$ cat src/rtl/alu_chain_pipe.sv
// alu_chain_pipe: STAGES-deep registered ALU chain with valid/ready flow control,
// accumulator feedback and runtime opcodes. Define ALU_CHAIN_SAT_EN for saturating ADD/SUB.

module alu_chain_stage #(
  parameter int WIDTH = 8,
  parameter int OPW   = 3
) (
  input  logic             clk,
  input  logic             rst,
  input  logic             en,
  input  logic [OPW-1:0]   op,
  input  logic [WIDTH-1:0] a,
  input  logic [WIDTH-1:0] b,
  output logic [WIDTH-1:0] res,
  output logic [WIDTH-1:0] smp
);
  logic [WIDTH-1:0] alu;

`ifdef ALU_CHAIN_SAT_EN
  // carry/borrow lands in the extra top bit
  logic [WIDTH:0] sum, dif;
  assign sum = {1'b0, a} + {1'b0, b};
  assign dif = {1'b0, a} - {1'b0, b};
`endif

  always_comb begin
    alu = a;
    case (op)
`ifdef ALU_CHAIN_SAT_EN
      3'b000: alu = sum[WIDTH] ? '1 : sum[WIDTH-1:0];
      3'b001: alu = dif[WIDTH] ? '0 : dif[WIDTH-1:0];
`else
      3'b000: alu = a + b;
      3'b001: alu = a - b;
`endif
      3'b010: alu = a & b;
      3'b011: alu = a | b;
      3'b100: alu = a ^ b;
      3'b101: alu = a << b[2:0];
      3'b110: alu = a;
      3'b111: alu = b;
      default: alu = a;
    endcase
  end

  // sample rides alongside the result so the next stage sees the same B
  always_ff @(posedge clk) begin
    if (rst) begin
      res <= '0;
      smp <= '0;
    end else if (en) begin
      res <= alu;
      smp <= b;
    end
  end
endmodule

module alu_chain_pipe #(
  parameter int WIDTH  = 8,
  parameter int STAGES = 2,
  parameter int OPW    = 3
) (
  input  logic                  Clk,
  input  logic                  rst,
  input  logic                  validi,
  output logic                  ready_o,
  input  logic [WIDTH-1:0]      data_in,
  output logic                  valido,
  input  logic                  readyi,
  output logic [WIDTH-1:0]      data_out,
  output logic [WIDTH-1:0]      acc_out,
  input  logic                  acc_clr,
  input  logic                  cfg_we,
  input  logic [STAGES*OPW-1:0] op_cfg,
  output logic                  cfg_busy
);
  logic                         en, accept, cfg_load;
  logic [STAGES:1]              vld_q;
  logic [STAGES:0]              vld_pipe;
  logic [STAGES-1:0][WIDTH-1:0] res_q, smp_q, a_in, b_in;
  logic [STAGES-1:0][OPW-1:0]   op_q;
  logic [WIDTH-1:0]             acc_q;
  logic                         unused_smp;

  // one global enable: the whole chain stalls only when the output is held
  assign en       = !valido || readyi;
  assign ready_o  = en;
  assign accept   = validi && en;
  assign vld_pipe = {vld_q, validi};
  assign valido   = vld_pipe[STAGES];
  assign cfg_busy = |vld_pipe[STAGES:1];
  assign cfg_load = cfg_we && !cfg_busy && !accept;
  assign data_out = res_q[STAGES-1];
  assign acc_out  = acc_q;

  always_comb begin
    a_in    = '0;
    b_in    = '0;
    a_in[0] = acc_q;
    b_in[0] = data_in;
    for (int k = 1; k < STAGES; k++) begin
      a_in[k] = res_q[k-1];
      b_in[k] = smp_q[k-1];
    end
  end

  genvar g;
  generate
    for (g = 0; g < STAGES; g++) begin : g_stage
      alu_chain_stage #(.WIDTH(WIDTH), .OPW(OPW)) u_stage (
        .clk (Clk),
        .rst (rst),
        .en  (en),
        .op  (op_q[g]),
        .a   (a_in[g]),
        .b   (b_in[g]),
        .res (res_q[g]),
        .smp (smp_q[g])
      );
    end
  endgenerate

  // the final stage's carried sample has no consumer
  assign unused_smp = ^smp_q[STAGES-1];

  always_ff @(posedge Clk) begin
    if (rst)     vld_q <= '0;
    else if (en) vld_q <= vld_pipe[STAGES-1:0];
  end

  always_ff @(posedge Clk) begin
    if (rst) begin
      op_q    <= '0;
      op_q[0] <= OPW'(6);
    end else if (cfg_load) begin
      op_q <= op_cfg;
    end
  end

  // clear wins over the handshake update; stage0 sees the pre-update value
  always_ff @(posedge Clk) begin
    if (rst)                   acc_q <= '0;
    else if (acc_clr)          acc_q <= '0;
    else if (valido && readyi) acc_q <= data_out;
  end
endmodule

$ cat config.mk
export PLATFORM = sky130hd
export DESIGN_NAME = alu_chain_pipe
export DESIGN_NICKNAME = d
export VERILOG_FILES = /design/src/rtl/alu_chain_pipe.sv
export SDC_FILE = /design/constraint.sdc
export NUM_CORES = 1
export LEC_CHECK = 0
export BUFFER_PORTS_ARGS = -buffer_cell sky130_fd_sc_hd__buf_2
export CORE_ASPECT_RATIO = 0.5
export CORE_MARGIN = 2
export CORE_UTILIZATION = 55
export DETAILED_ROUTE_END_ITERATION = 16
export PLACE_DENSITY = 0.78
export RECOVER_POWER = 50
export SYNTH_ARGS = -nofsm -noshare
export SYNTH_HDL_FRONTEND = slang
export SYNTH_SLANG_ARGS = --single-unit
$ cat constraint.sdc
create_clock -name Clk -period 2.52 [get_ports Clk]
set_clock_uncertainty 0.15 [all_clocks]
set_input_delay 0.126 -clock Clk [delete_from_list [all_inputs] [get_ports Clk]]
set_output_delay 0.126 -clock Clk [all_outputs]
set_load 0.01 [all_outputs]
== After elaboration in Yosys (flattened, before gate mapping) ==
Cells that the tools add are included.

* Register bits after elaboration: 40
* Bits in latches: 0
* Bits in writable memories: 0
* Memory bits (read-only): 0
* Word-level logic and storage cells: 47
* Memories: 0

* Add/sub/neg operators: 4
* Multipliers: 0
* Div/mod/pow operators: 0
* $lt $le $gt $ge: 0
* Equality and inequality tests: 14
* Shift operators: 2
* Mux-type cells: 2
* Bitwise logic cells: 6
* Reductions and logical operators: 12

{| class="wikitable"
|+ Operator list
! cell !! count
|-
| $pmux 8 s8 || 2
|-
| $eq 3x3->1 const B || 8
|-
| $add 8x8->8 || 2
|-
| $and 8x8->8 || 2
|-
| $or 8x8->8 || 2
|-
| $shl 8x3->8 || 2
|-
| $sub 8x8->8 || 2
|-
| $xor 8x8->8 || 2
|-
| $eq 3x2->1 const B || 4
|-
| $eq 3x1->1 const B || 2
|-
| $logic_not 3->1 || 2
|-
| $logic_and 1x1->1 || 4
|-
| $reduce_or 2->1 || 2
|-
| $logic_not 1->1 || 3
|-
| $logic_or 1x1->1 || 1
|}

== Longest topological paths before layout ==
Gate-level depths: netlist (run 1).

* Word-level depth: 5
* Depth in mapped cells: 12

== By module ==
A second synthesis (run 1) with hierarchy kept.

* Cell total of the unflattened synthesis: 556
* Area total of the unflattened synthesis: 4538.1 µm²

{| class="wikitable"
|+ Modules (own cells, without submodules)
! module !! times used !! cells each !! area an instance (µm²) !! sequential area each (µm²)
|-
| alu_chain_stage at g_stage[0].u_stage || 1 || 240 || 1945.6 || 320.3
|-
| alu_chain_stage at g_stage[1].u_stage || 1 || 241 || 1935.6 || 320.3
|-
| alu_chain_pipe || 1 || 75 || 656.9 || 320.3
|}

== Least setup slack after synthesis (run 1) ==
Ideal clock, no wire load.

* Path kind: register -> register
* From: register g_stage[0].u_stage.smp[1]
* To: register g_stage[1].u_stage.res[7]
* Library setup time: 0.127 ns
* Arrival: 2.518 ns
* Path slack: -0.275 ns
* Cell stages (with the launch flop): 11
* Path buffers: 1
* Clock period less this slack: 2.795 ns
* Cell sequence: dfxtp_1 > buf_2 > inv_1 > ha_1 > mux2i_1 > ha_1 > nor2b_1 > o31a_1 > o41ai_2 > nor4bb_1 > or3b_1

* Word-level cells in the longest chain between the ends: 2
* Elaborated cells between the ends (all ways): 4
* Classes of those cells: 2 x add/sub; 1 x shift; 1 x mux

{| class="wikitable"
|+ RTL lines
! what !! line !! RTL
|-
| from (decl) || 15 || <nowiki>output logic [WIDTH-1:0] smp</nowiki>
|-
| from (signal assigned) || 50 || <nowiki>smp <= '0;</nowiki>
|-
| from (signal assigned) || 53 || <nowiki>smp <= b;</nowiki>
|-
| $sub 8x8->8, or another cell as far along || 34 || <nowiki>3'b001: alu = a - b;</nowiki>
|-
| $pmux 8 s8 (*) || 28 || <nowiki>case (op)</nowiki>
|-
| to (signal assigned) || 52 || <nowiki>res <= alu;</nowiki>
|-
| to (decl) || 14 || <nowiki>output logic [WIDTH-1:0] res,</nowiki>
|}

Every way passes the cells marked *; elsewhere a longest branch is shown, timed or not.
A chain may end at the register's enable or synchronous reset.

== Worst setup path after layout (run 1) ==
* From: register op_q[5] in the netlist's numbering
* To: register g_stage[1].u_stage.res[7]

* Word-level cells in the longest chain between the ends: 2
* Elaborated cells between the ends (all ways): 9
* Classes of those cells: 7 x eq/ne; 1 x mux; 1 x reduce/logical

{| class="wikitable"
|+ RTL lines
! what !! line !! RTL
|-
| from (decl) || 81 || <nowiki>logic [STAGES-1:0][OPW-1:0] op_q;</nowiki>
|-
| from (signal assigned) || 136 || <nowiki>op_q <= op_cfg;</nowiki>
|-
| $eq 3x3->1, or another cell as far along || 28 ||
|-
| $pmux 8 s8 (*) || 28 ||
|}

Marks and branches as above.

==> results of run 1 <==
[critical path, stage by stage, from the launching register on]
cell      delay, ns
dfxtp_1        0.33
nor3b_4        0.31
mux2i_2        0.29
ha_1           0.26
nor2b_1        0.14
o31a_1         0.29
o41ai_2        0.26
nor4bb_1       0.10
or3b_1         0.35
[metal layers]
layer / part of all wire (%) / GRT usage [%] / vias to the layer above / routed length [um]
li1: - / - / 1991 / -
met1: 45 / 42.8 / 1935 / 5500
met2: 45 / 48.0 / 215 / 5530
met3: 8.5 / 2.99 / 29 / 1040
met4: 2.0 / 7.42 / 0 / 245
met5: 0 / 0 / - / 0
[worst paths after layout]
path,startpoint,endpoint,slack (ns),cells after the start
worst min-delay path,data_in[5],g_stage[0].u_stage.smp[5]$_SDFFE_PP0N_,0.009,3
worst max-delay path,op_q[5]$_SDFFE_PP0P_,g_stage[1].u_stage.res[7]$_SDFFE_PP0N_,-0.07,8
worst min register to register,vld_q[1]$_SDFFE_PP0N_,vld_q[1]$_SDFFE_PP0N_,0.33,2
worst max register to register,op_q[5]$_SDFFE_PP0P_,g_stage[1].u_stage.res[7]$_SDFFE_PP0N_,-0.07,8
[layout by cell type (no fill, tap or decap), types with 4 or more instances in the layout]
| master | count |
|---|---|
| a221oi_1 | 8 |
| nor3_2 | 4 |
| a311oi_1 | 5 |
| buf_2 | 24 |
| dlygate4sd3_1 | 8 |
| nor2_1 | 41 |
| ha_1 | 48 |
| nor3_1 | 7 |
| nand2_1 | 53 |
| a31oi_1 | 6 |
| nand3_1 | 15 |
| a21oi_1 | 47 |
| o211ai_1 | 4 |
| mux4_2 | 9 |
| inv_1 | 42 |
| o22ai_1 | 6 |
| a22oi_1 | 6 |
| o21ai_0 | 20 |
| a211oi_1 | 5 |
| dfxtp_1 | 38 |
| buf_4 | 37 |
| clkbuf_1 | 18 |
| clkbuf_16 | 5 |
| nor2b_1 | 8 |
| or3_1 | 4 |
| xnor2_1 | 14 |
| mux2i_1 | 17 |
| nand3b_1 | 4 |
[timing repair]
item                                    in CTS  in global routing
endpoints found under the hold margin        8                  0
buffers inserted                             0                  2
hold buffers                                 8                  0
pin swaps                                    1                  6
endpoints found under the setup margin       3                  8
gates resized for setup                      5                 18
[cells in the mapped netlist, drive strengths merged, types with 10 or more instances]
cell and number:
nand2 53, ha 50, a21oi 49, inv 46
nor2 43, dfxtp 40, buf 27, o21ai 23
mux2i 19, nand3 16, xnor2 14, mux4 12
nor3 11, clkbuf 10
[state kept, by name, summed over array words and instances, names as in the netlist]
name / flops
g_stage.u_stage.res: 16
acc_out: 8
vld_q: 2
op_q: 6
g_stage.u_stage.smp: 8
[power by group]
group | switching, W | internal, W
clock | 0.000273 | 0.000471
sequential | 0.0000639 | 0.000679
combinational | 0.000382 | 0.000317
[layout make-up]
class / instances / area share (%)
well taps: 96 / 2.44
flip-flops and latches: 40 / 16.4
repair buffers: 87 / 11.1
multi-input cells: 400 / 63.0
inverters: 47 / 3.63
clock inverters: 3 / 0.940
clock buffers: 5 / 2.54
[cells by family (layout without fill, tap and decap cells)]
group / Yosys count / after routing / synth area share, %
simple gates: 156 / 156 / 18.2
buf+inv: 84 / 142 / 9.53
flops: 40 / 40 / 19.0
fa+ha+maj: 52 / 52 / 15.8
compound gates: 142 / 142 / 22.2
mux: 33 / 33 / 11.7
xor+xnor: 17 / 17 / 3.53
[per-stage QoR]
stage / std cells / power, W / cell area (sq um) / setup TNS [ns] / hold slack, ns
after floorplan: 524 / 0.00117 / 4230 / -0.0892 / 0.104
after global placement: 660 / 0.00138 / 4610 / 0 / 0.210
after detailed placement: 660 / 0.00139 / 4610 / -0.137 / 0.230
after CTS: 676 / 0.00214 / 4880 / -0.0742 / 0.00186
after global routing: 678 / 0.00228 / 4930 / -0.600 / 0.0255
final: 678 / 0.00219 / 4930 / -0.0667 / 0.00927
==> flow_summary.ini, run 1 <==
[status]
status = finished with violations
violations = negative setup slack

[global_routing]
overflow = 0
grt_pass1_vias = 3789
grt_pass1_wl_mm = 19.6
globalRouteTotalUtil_pct = 29.7
grt_max_degree = 29
antenna_found_initial = 0

[layout]
regArea_sq_um = 806
nets = 653
final_util_pct = 66.8
layout-drive-gt1-share_pct = 19.6
fillers = 644
antenna-diode-count = 0
multiInputGateArea_sq_um = 3100
area_growth_pct = 16.8

[logic_synthesis]
syn_area_per_cell_sq_um = 8.05
synth_cell_types = 64
synth_flop_cell = dfxtp_1
syn_inst = 524
yosysTopAreaCell = dfxtp_1
async_flop_share_pct = 0
synth_area_leaders = dfxtp_1, ha_1, a21oi_1, mux4_2, nand2_1
ys_seq_area_share_pct = 19.0
synth_fp_nets = 596
synth_top_area_share_pct = 19.0
yosysWarnings = 0
synth_edf_count = 0
synth-seq-cells = 40
netlist_area_sq_um = 4220

[floorplan]
die_w_um = 128
die-area_sq_um = 8430
io_pins = 39
core-area_sq_um = 7380
chipHeight_um = 65.9
rows = 22
start_util_pct = 57.2

[clocking]
cts_root_buf = clkbuf_16
clock_path_buffers = 2
htreeDepth = 2
cts_tree = yes
numCtsBuffers = 5
clock_sinks = 40
path_clk_slew_ns = 0.06
clk_latency_ns = 0.29

[sta]
slew_headroom_pct = 12.7
postLayoutSetupSlackWorst_ns = -0.0667
min_period_ns = 2.59
rsz0062_at_grt = true
max_freq_mhz = 387
worst_pin_slew_ns = 1.31
drv_slew = 0
setup_violations = 1
fin_crit_sh_pct = 103
finalHoldViolCount = 0

[setup_path]
worstPathMaxFanout = 4
critPathArrivalTime_ns = 2.60
critPathKind = reg2reg
end_kind = register
critPathLaunchType = register
required_ns = 2.54

[placed_design]
pre_cts_slack_ns = -0.0758
portBuffers = 38
dpl.hpwl_mm = 8.96
gp_congestion = 0.932

[detailed_routing]
dr.pass1.iters = 5
drt_iter0_drc = 365
detail-route-antenna-nets = 0
via_per_inst = 6.15
routedWlPerCell_um = 18.2
drt_wl_total_mm = 12.3
via_count = 4170
drc = 0

[pwr]
p_leak_nw = 2.10
max-vdd-ir-drop_uv = 282
power_density_nw_per_um2 = 444

[flow_run]
drv_cap = 0

[min_path]
hold_path_class = in2reg
No activity file was read; power rests on OpenSTA's default activity.
==> run 2, diff against run 1 <==
--- a/config.mk
+++ b/config.mk
@@ -12,6 +12,7 @@
 export DETAILED_ROUTE_END_ITERATION = 16
 export PLACE_DENSITY = 0.78
 export RECOVER_POWER = 50
+export SLEW_MARGIN = 30
 export SYNTH_ARGS = -nofsm -noshare
 export SYNTH_HDL_FRONTEND = slang
 export SYNTH_SLANG_ARGS = --single-unit
==> constraint.sdc (replaced) <==
create_clock -name Clk -period 2.52 [get_ports Clk]
set_clock_uncertainty 0.15 [all_clocks]
set_input_delay 0 -clock Clk [delete_from_list [all_inputs] [get_ports Clk]]
set_output_delay 0 -clock Clk [all_outputs]
set_load 0.01 [all_outputs]
==> run 2 against run 1 <==
The flow still finishes with violations (negative setup slack). Worst setup slack gained 0.0079 ns. Highest routed layer unchanged. Combinational power grew 3.4%. Flip-flop and latch count is the same. Wire length grew 6.3%. Critical path type unchanged. Count of clock-buffer cells in the layout is the same. Design area grew 2.8%. Core utilization grew 1.9 points. Worst hold slack gained 0.026 ns.
==> flow_summary.ini, run 2 (synthesized netlist as in run 1, its figures left out) <==
[min_path]
hold_path_class = in2reg

[status]
violations = negative setup slack
status = finished with violations

[global_routing]
grt_pass1_wl_mm = 20.5
globalRouteTotalUtil_pct = 31.4
grt_max_degree = 29
grt_pass1_vias = 4036
overflow = 0
antenna_found_initial = 0

[pwr]
comb_power_share_pct = 32.7
p_int_w = 0.00148
p_clk_share_pct = 33.7
p_leak_nw = 2.17
swShare_pct = 33.1
p_total_w = 0.00221
seqPwrFrac_pct = 33.6
power_density_nw_per_um2 = 436
max-vdd-ir-drop_uv = 305
switching_power_w = 0.000731

[layout]
largest_reg_flops = 16
nets = 667
final_cell_mix = nand2_1, ha_1, a21oi_1
fillers = 567
layout-drive-gt1-share_pct = 20.5
design_area_sq_um = 5070
antenna-diode-count = 0
area_growth_pct = 20.1
top_register = g_stage.u_stage.res
final_common_cell = nand2_1

[sta]
drv_slew = 0
postLayoutSetupSlackWorst_ns = -0.0588
fin_crit_sh_pct = 102
slew_headroom_pct = 55.3
max_freq_mhz = 388
setup_tns_ns = -0.0941
fin_hold_ws_ns = 0.0355
worst_pin_slew_ns = 0.654
rsz0062_at_grt = true
min_period_ns = 2.58
setup_violations = 2
finalHoldViolCount = 0

[detailed_routing]
via_count = 4340
detail-route-antenna-nets = 0
drc = 0
via_per_inst = 6.27
routedWlPerCell_um = 18.9
dr.pass1.iters = 6
drt_iter0_drc = 418
drt_wl_total_mm = 13.1

[placed_design]
pre_cts_slack_ns = -0.0517
dpl_cell_area_sq_um = 4610
gp_congestion = 0.908
dpl.hpwl_mm = 9.08
portBuffers = 38

[floorplan]
io_pins = 39
die-area_sq_um = 8430
rows = 22
start_util_pct = 57.2
core-area_sq_um = 7380
die_w_um = 128
chipHeight_um = 65.9

[clocking]
numCtsBuffers = 5
clk_latency_ns = 0.29
path_clk_slew_ns = 0.06
htreeDepth = 2
clock_path_buffers = 2
cts_root_buf = clkbuf_16
cts_tree = yes
clock_sinks = 40

[setup_path]
end_kind = register
critPathArrivalTime_ns = 2.59
worstPathMaxFanout = 4
required_ns = 2.54
critPathKind = reg2reg
critPathLaunchType = register

[flow_run]
drv_cap = 0
-- run 2: cell type report --
class                   count  area, sq um  area share (%)
clock buffers               5          125            2.47
clock inverters             3         46.3           0.914
inverters                  47          179            3.53
multi-input cells         400         3110            61.4
flip-flops and latches     40          805            15.9
well taps                  96          120            2.37
repair buffers            101          679            13.4
-- run 2: worst max-delay path, stage by stage, from the launching register on --
cell and delay [ns]:
dfxtp_2 0.35, inv_1 0.06, ha_1 0.20, and3_4 0.19
nor2_2 0.09, xnor2_1 0.12, ha_1 0.30, a21oi_2 0.18
inv_2 0.06, o41ai_2 0.32, nor4bb_1 0.09, or3b_1 0.34
-- run 2: power by group through the flow --
stage                     sequential (W)  clock [W]  combinational [W]
after floorplan                 0.000744          0           0.000424
after global placement          0.000750          0           0.000626
after global routing            0.000747   0.000771           0.000783
after CTS                       0.000738   0.000743           0.000676
after detailed placement        0.000750          0           0.000637
final                           0.000743   0.000744           0.000723
-- run 2: final timing paths --
kind | startpoint | to | slack (ns) | cells after the start
worst max-delay path | g_stage[0].u_stage.smp[1]$_SDFFE_PP0N_ | g_stage[1].u_stage.res[7]$_SDFFE_PP0N_ | -0.06 | 11
worst min-delay path | rst | op_q[5]$_SDFFE_PP0P_ | 0.04 | 2
worst max register to register | g_stage[0].u_stage.smp[1]$_SDFFE_PP0N_ | g_stage[1].u_stage.res[7]$_SDFFE_PP0N_ | -0.06 | 11
worst min register to register | vld_q[1]$_SDFFE_PP0N_ | vld_q[1]$_SDFFE_PP0N_ | 0.32 | 2
-- run 2: stage by stage --
step                utilization (%)  instances
floorplan                         -        524
global placement               62.4        660
detailed placement             62.4        660
CTS                            67.8        690
global route                   68.7        692
finish                         68.7        692
-- run 2: layer usage --
layer / share of wire, % / GRT usage (%)
met1: 41 / 41.7
met2: 44 / 51.9
met4: 3.5 / 11.3
met5: 0 / 0
met3: 12 / 5.50
-- run 2: repair_timing --
item / CTS / global route
hold buffers: 20 / 0
gates resized for setup: 3 / 23
pin swaps: 4 / 4
gates cloned: 0 / 0
buffers inserted: 2 / 2
endpoints found under the hold margin: 22 / 0
endpoints found under the setup margin: 2 / 8
